--- config.mk ---
export PLATFORM = sky130hd
export DESIGN_NAME = tune_decode_flat
export DESIGN_NICKNAME = d
export VERILOG_FILES = /design/src/rtl/tune_decode_if.sv /design/src/rtl/tune_decode.sv /design/src/flat_wrapper.sv
export SDC_FILE = /design/constraint.sdc
export NUM_CORES = 1
export LEC_CHECK = 0
export CELL_PAD_IN_SITES_DETAIL_PLACEMENT = 1
export CELL_PAD_IN_SITES_GLOBAL_PLACEMENT = 1
export CORE_ASPECT_RATIO = 1.4
export CORE_MARGIN = 5
export CORE_UTILIZATION = 45
export CTS_CLUSTER_SIZE = 20
export DETAILED_ROUTE_END_ITERATION = 8
export PLACE_DENSITY_LB_ADDON = 0.1
export SLEW_MARGIN = 20
export SYNTH_ARGS = -nofsm -noshare
export SYNTH_HDL_FRONTEND = slang
export SYNTH_SLANG_ARGS = --single-unit
export TNS_END_PERCENT = 30
--- constraint.sdc ---
create_clock -name clk -period 9.75 [get_ports clk]
set_input_delay 2.925 -clock clk [delete_from_list [all_inputs] [get_ports clk]]
set_output_delay 2.925 -clock clk [all_outputs]
set_load 0.02 [all_outputs]
--- src/rtl/tune_decode_if.sv ---
// Handshake and result bus between a requester and the tuning-word decoder.
interface tune_decode_if #(
  parameter int TW_WIDTH = 28,
  parameter int FS_BITS  = 14
);
  logic                start;
  logic [TW_WIDTH-1:0] tuner;
  logic                busy;
  logic                done;
  logic [FS_BITS-1:0]  freq_bin;
  logic [15:0]         splitDec;

  modport master (
    output start, tuner,
    input  busy, done, freq_bin, splitDec
  );

  modport slave (
    input  start, tuner,
    output busy, done, freq_bin, splitDec
  );
endinterface

--- src/rtl/tune_decode.sv ---
// DDS tuning-word decoder: recovers tuner*FS_HZ/2^TW_WIDTH in Hz (rounded,
// saturated at 9999) as binary and 4-digit BCD.
//
// state | meaning
// IDLE  | waiting for start; results hold their last value
// MUL   | shift-add multiply of captured tuner by FS_HZ, one FS_HZ bit per cycle
// RND   | round half up, saturate, load double-dabble register
// BCD   | double-dabble conversion, one bit per cycle; results publish on the last
module tune_decode #(
  parameter int TW_WIDTH = 28,
  parameter int FS_HZ    = 10000,
  parameter int FS_BITS  = 14
) (
  input logic         clk,
  input logic         clr,
  tune_decode_if.slave bus
);

  localparam int ACC_W = TW_WIDTH + FS_BITS;
  localparam int DD_W  = 16 + FS_BITS;
  localparam int CNT_W = $clog2(FS_BITS);
  localparam int MAX_Q = 9999;
  localparam logic [FS_BITS-1:0] FS_VEC = FS_BITS'(FS_HZ);

  typedef enum logic [1:0] {IDLE, MUL, RND, BCD} state_t;

  state_t              state;
  state_t              state_nxt;
  logic [TW_WIDTH-1:0] tuner_q;
  logic [ACC_W-1:0]    acc;
  logic [CNT_W-1:0]    cnt;
  logic [FS_BITS-1:0]  q_reg;
  logic [DD_W-1:0]     dd;

  logic                cnt_last;
  logic [ACC_W-1:0]    addend;
  logic [ACC_W-1:0]    rnd_sum;
  logic [ACC_W-1:0]    rnd_q;
  logic [FS_BITS-1:0]  q_sat;
  logic [DD_W-1:0]     dd_adj;
  logic [DD_W-1:0]     dd_shift;

  // Datapath helpers: multiply addend, rounding/saturation, double-dabble step.
  always_comb begin
    cnt_last = (cnt == CNT_W'(FS_BITS - 1));
    addend   = ACC_W'(tuner_q) << cnt;
    rnd_sum  = acc + (ACC_W'(1) << (TW_WIDTH - 1));
    rnd_q    = rnd_sum >> TW_WIDTH;
    q_sat    = (rnd_q > ACC_W'(MAX_Q)) ? FS_BITS'(MAX_Q) : rnd_q[FS_BITS-1:0];
    dd_adj   = dd;
    for (int i = 0; i < 4; i++) begin
      if (dd_adj[FS_BITS+4*i +: 4] >= 4'd5) begin
        dd_adj[FS_BITS+4*i +: 4] = dd_adj[FS_BITS+4*i +: 4] + 4'd3;
      end
    end
    dd_shift = dd_adj << 1;
  end

  // State register.
  always_ff @(posedge clk) begin
    if (clr) begin
      state <= IDLE;
    end else begin
      state <= state_nxt;
    end
  end

  // Next-state logic; start is only looked at in IDLE, so it never queues.
  always_comb begin
    state_nxt = state;
    case (state)
      IDLE:    if (bus.start) state_nxt = MUL;
      MUL:     if (cnt_last) state_nxt = RND;
      RND:     state_nxt = BCD;
      BCD:     if (cnt_last) state_nxt = IDLE;
      default: state_nxt = IDLE;
    endcase
  end

  // Busy covers every non-idle state, so it drops in the cycle done is high.
  always_comb begin
    bus.busy = (state != IDLE);
  end

  // Datapath registers and published results.
  always_ff @(posedge clk) begin
    if (clr) begin
      tuner_q      <= '0;
      acc          <= '0;
      cnt          <= '0;
      q_reg        <= '0;
      dd           <= '0;
      bus.done     <= 1'b0;
      bus.freq_bin <= '0;
      bus.splitDec <= '0;
    end else begin
      bus.done <= 1'b0;
      case (state)
        IDLE: begin
          if (bus.start) begin
            tuner_q <= bus.tuner;
            acc     <= '0;
            cnt     <= '0;
          end
        end
        MUL: begin
          if (FS_VEC[cnt]) acc <= acc + addend;
          cnt <= cnt_last ? '0 : cnt + CNT_W'(1);
        end
        RND: begin
          q_reg <= q_sat;
          dd    <= {16'b0, q_sat};
          cnt   <= '0;
        end
        BCD: begin
          dd  <= dd_shift;
          cnt <= cnt_last ? '0 : cnt + CNT_W'(1);
          if (cnt_last) begin
            bus.freq_bin <= q_reg;
            bus.splitDec <= dd_shift[DD_W-1 -: 16];
            bus.done     <= 1'b1;
          end
        end
        default: ;
      endcase
    end
  end

endmodule
--- src/flat_wrapper.sv ---
// flat-port wrapper written by rule: the top's interface ports become plain ports
module tune_decode_flat 
#(
  parameter int TW_WIDTH = 28,
  parameter int FS_HZ    = 10000,
  parameter int FS_BITS  = 14
)
  (clk, clr, bus_start, bus_tuner, bus_busy, bus_done, bus_freq_bin, bus_splitDec);
  tune_decode_if #(.TW_WIDTH(TW_WIDTH), .FS_BITS(FS_BITS)) bus_i ();
  input logic clk;
  input logic clr;
  input wire logic [$bits(bus_i.start)-1:0] bus_start;
  input wire logic [$bits(bus_i.tuner)-1:0] bus_tuner;
  output wire logic [$bits(bus_i.busy)-1:0] bus_busy;
  output wire logic [$bits(bus_i.done)-1:0] bus_done;
  output wire logic [$bits(bus_i.freq_bin)-1:0] bus_freq_bin;
  output wire logic [$bits(bus_i.splitDec)-1:0] bus_splitDec;
  assign bus_i.start = bus_start;
  assign bus_i.tuner = bus_tuner;
  assign bus_busy = bus_i.busy;
  assign bus_done = bus_i.done;
  assign bus_freq_bin = bus_i.freq_bin;
  assign bus_splitDec = bus_i.splitDec;
  tune_decode #(.TW_WIDTH(TW_WIDTH), .FS_HZ(FS_HZ), .FS_BITS(FS_BITS)) u_core (.clk(clk), .clr(clr), .bus(bus_i));
endmodule
==> summary.md <==
| Metric | Value |
|---|---|
| Outcome | completed |
| Endpoints failing setup | 0 |
| Wirelength, routed | roughly 27 mm |
| Initial Util | 45.5% |
| Hold Vio Cnt, Final | 0 |
| Residual DRC | 0 |
| Reg2reg setup slack | approximately 4.8 ns |
| Largest register by flop count | u_core.acc |
| # resized after CTS | 0 |
| Row count | 63 |
| HPWL after detailed placement | between 15 and 20 mm |
| DR WL/cell | 18.0 um |
| 1st-iter DRT viols | 421 |
| Max reg flops | 42 |
| Share of layout cells above drive strength 1 | 7.64% |
| Synth top area share | between 30% and 40% |
| Critical path data required time | ~10 ns |
| Yosys cell types | 68 |
| Maximum number of pins on one net before global-route repair | 76 |
| Leakage Power | 4.22 nW |
| Placer Congestion | 0.871 |
| Clk pin slew, worst setup/hold paths | 0.06 ns |
| PD cells | approximately 190 nW/um^2 |
| Number of flops mapped to enable cells by yosys | 0 |
| Cells after Synth | roughly 1,200 |
| Area Growth Syn to Fin | 14.3% |
| Crit. Startpoint | bus_start |
| CTS Sinks | about 150 |
| Core ar. | 21,000 sq um |
| VDD IR max | about 0.00013 V |
| YS warnings | 0 |
| First-pass GRT wire length | around 44 mm |
| Crit Reg-Reg Startpoint | u_core.cnt[0] |
| Critical Path Source Type | input pin |
| ANT nets after route | 0 |
| Vias in the first global route | between 8,000 and 9,000 |
| Skew final | between 0.01 and 0.015 ns |
| CP endpoint kind | register |
| Finished Cell Area | between 10,000 and 15,000 sq um |
| Hold Crit Class | register to register |
| CTS tree | done |
| Overall fraction of global-route tracks in use | 22.1% |
| Top FF cell, synth | dfxtp_1 |
| Worst r2r path cells | 15 |
| Remaining Overflow, GRT | 0 |
| Mapped cell area | ~9600 sq um |
| Worst-Margin Slew | slightly below 1 ns |
| Initial antenna violation count | 0 |
| DP Area | 10,300 sq um |
| Critical Path End | u_core.acc[40] |
| Die Span X | roughly 130 um |
| I/O pin cnt | 63 |
| Slew HR | 35.2% |
| Post-CTS Setup Repair Bufs | 0 |
| Placement Setup Slack | approximately 4 ns |
| Number of max-cap violations | 0 |
| CP Max Fanout | 18 |
| Root Buffer | clkbuf_16 |
| Port-buffer cells | 62 |
| Pre-antenna DRT Iters | 4 |
| Async SR Flop Fraction | 0% |
| H-tree Lvls | 4 |
| Unrepaired setup endpoints after global routing | no |
| Register bit total from synthesis | ~150 |
| Total chip power | ~2.1 mW |
| Top cell type by total area after synthesis | dfxtp_1 |
| Final setup margin | ~4.4 ns |
| Max-slew violations | 0 |
| Die Area | 24,400 sq um |
| Crit Path Category | input pin to register |
| Routed vias | between 8,000 and 9,000 |
| Largest cells by area after synthesis | dfxtp_1, a21oi_1, ha_1 |
| Worst-skew pair later-pin latency | 0.45 ns |
| TritonCTS Buffers | 17 |
| Worst Path Arrival | 5.71 ns |
| Largest regs | u_core.acc (42), u_core.dd (30), u_core.tuner_q (28) |
| Cts hold-fix bufs | 0 |
| Clock tree buffer depth | 2 |
| Die Y-Extent | around 180 um |
| Sequential share of the synthesized area | approximately a third |
| R2R Path End | u_core.acc[38] |
| Diodes inserted | 0 |
| Syn nets | 1,287 |
| Setup TNS | 0 ns |
| Fin crit period | about 5.3 ns |
| Final period util | a little over half |
| DR vias/cell | approximately 5.8 |
| Final nets | about 1,300 |
| Maximum clock rate | around 190 MHz |
| Avg Synthesized Cell Area | ~8 sq um |
-- area by class of cell --
cell class / count / area [sq um]
fillers: 2565 / 10100
multi-input cells: 941 / 6130
flip-flops and latches: 152 / 3050
repair buffers: 72 / 693
clock buffers: 22 / 484
well taps: 260 / 325
clock inverters: 10 / 141
inverters: 34 / 128
-- cell usage in the layout, fill, tap and decap left out, drive strengths merged, types with 4 or more instances in the layout --
master	n
clkdlybuf4s50	61
nor2	115
o21a	7
o21bai	8
nand2	178
clkinv	5
a31oi	12
inv	34
a22o	22
clkbuf	22
a221oi	7
a21oi	153
o211ai	5
o21ba	4
xnor2	35
a211oi	19
and2	8
a21o	24
nor2b	8
nor3	25
mux4	13
mux2	9
and4	5
or3	6
nand4	9
and3	11
xor2	20
ha	57
nor3b	4
buf	11
o21ai	43
nand2b	14
a311oi	5
nand3	26
a22oi	16
o22ai	5
dfxtp	152
o31ai	4
mux2i	41
-- synth_stat cells (all sizes together), types with 3 or more instances --
| master | number |
|---|---|
| clkbuf | 58 |
| nor2b | 8 |
| mux4 | 13 |
| a311oi | 5 |
| ha | 57 |
| a22o | 22 |
| nand4 | 9 |
| o211ai | 5 |
| o21a | 7 |
| a221oi | 7 |
| o21ai | 43 |
| and2 | 8 |
| o21bai | 8 |
| and4 | 5 |
| mux2 | 9 |
| and3 | 11 |
| o21ba | 4 |
| dfxtp | 152 |
| nor3b | 4 |
| inv | 33 |
| a21oi | 153 |
| a21o | 24 |
| nand2b | 14 |
| nor3 | 25 |
| buf | 13 |
| a31oi | 12 |
| a22oi | 16 |
| mux2i | 41 |
| o22ai | 5 |
| o31ai | 4 |
| a21boi | 3 |
| or2 | 3 |
| o2111ai | 3 |
| xnor2 | 35 |
| nand3 | 26 |
| nor2 | 115 |
| or3 | 6 |
| a211oi | 19 |
| xor2 | 20 |
| nand2 | 178 |
-- cells by family (layout without fill, tap and decap cells) --
logic type                 after synthesis  after routing  share of synthesized area [%]
AOI/OAI and AO/OA                      349            349                           23.6
muxes                                   63             63                           8.40
adders and majority gates               58             58                           7.65
xor gates and xnor gates                55             55                           5.03
buffers and inverters                  105            138                           4.26
DFF                                    152            152                           31.8
and+or+nand+nor                        416            416                           19.3
-- critical path: stages --
cell,delay [ns]
clkdlybuf4s50_1,0.45
nand2b_1,0.29
o211ai_1,0.17
buf_4,0.28
nor2b_1,0.81
buf_4,0.35
nand2_1,0.10
o2111ai_1,0.11
mux2i_1,0.09
nor2_1,0.10
-- report_power, final --
part,internal (mW),leakage [nW],switching (mW)
clock,0.430,0.303,0.282
sequential,0.677,1.23,0.0642
combinational,0.236,2.68,0.409
-- stage by stage --
stage	instances	hold slack, ns	util (%)
6_report	1491	0.452	52.0
5_1_grt	1491	0.476	52.0
4_1_cts	1491	0.456	52.0
3_5_place_dp	1459	0.447	49.1
3_3_place_gp	1459	0.441	49.1
2_1_floorplan	1198	0.432	-
-- per-layer routing --
| layer | GRT usage [%] | vias up | share of wire, % |
|---|---|---|---|
| met3 | 3.23 | 48 | 2.1 |
| met1 | 23.7 | 4132 | 40 |
| li1 | - | 4300 | - |
| met4 | 8.97 | 0 | 3.2 |
| met5 | 0 | - | 0 |
| met2 | 42.7 | 101 | 55 |
-- how the worst min path moves through the flow --
stage | end | from | slack (ns) | cells after the start
floorplan | u_core.dd[1] | u_core.dd[0] | 0.43 | 2
global placement | u_core.bus.freq_bin[6] | u_core.q_reg[6] | 0.44 | 2
detailed placement | u_core.bus.freq_bin[6] | u_core.bus.freq_bin[6] | 0.45 | 2
CTS | u_core.bus.freq_bin[6] | u_core.bus.freq_bin[6] | 0.46 | 2
global route | u_core.bus.freq_bin[6] | u_core.bus.freq_bin[6] | 0.48 | 2
finish | u_core.bus.freq_bin[9] | u_core.bus.freq_bin[9] | 0.45 | 2
(Power assumes the default switching activity.)
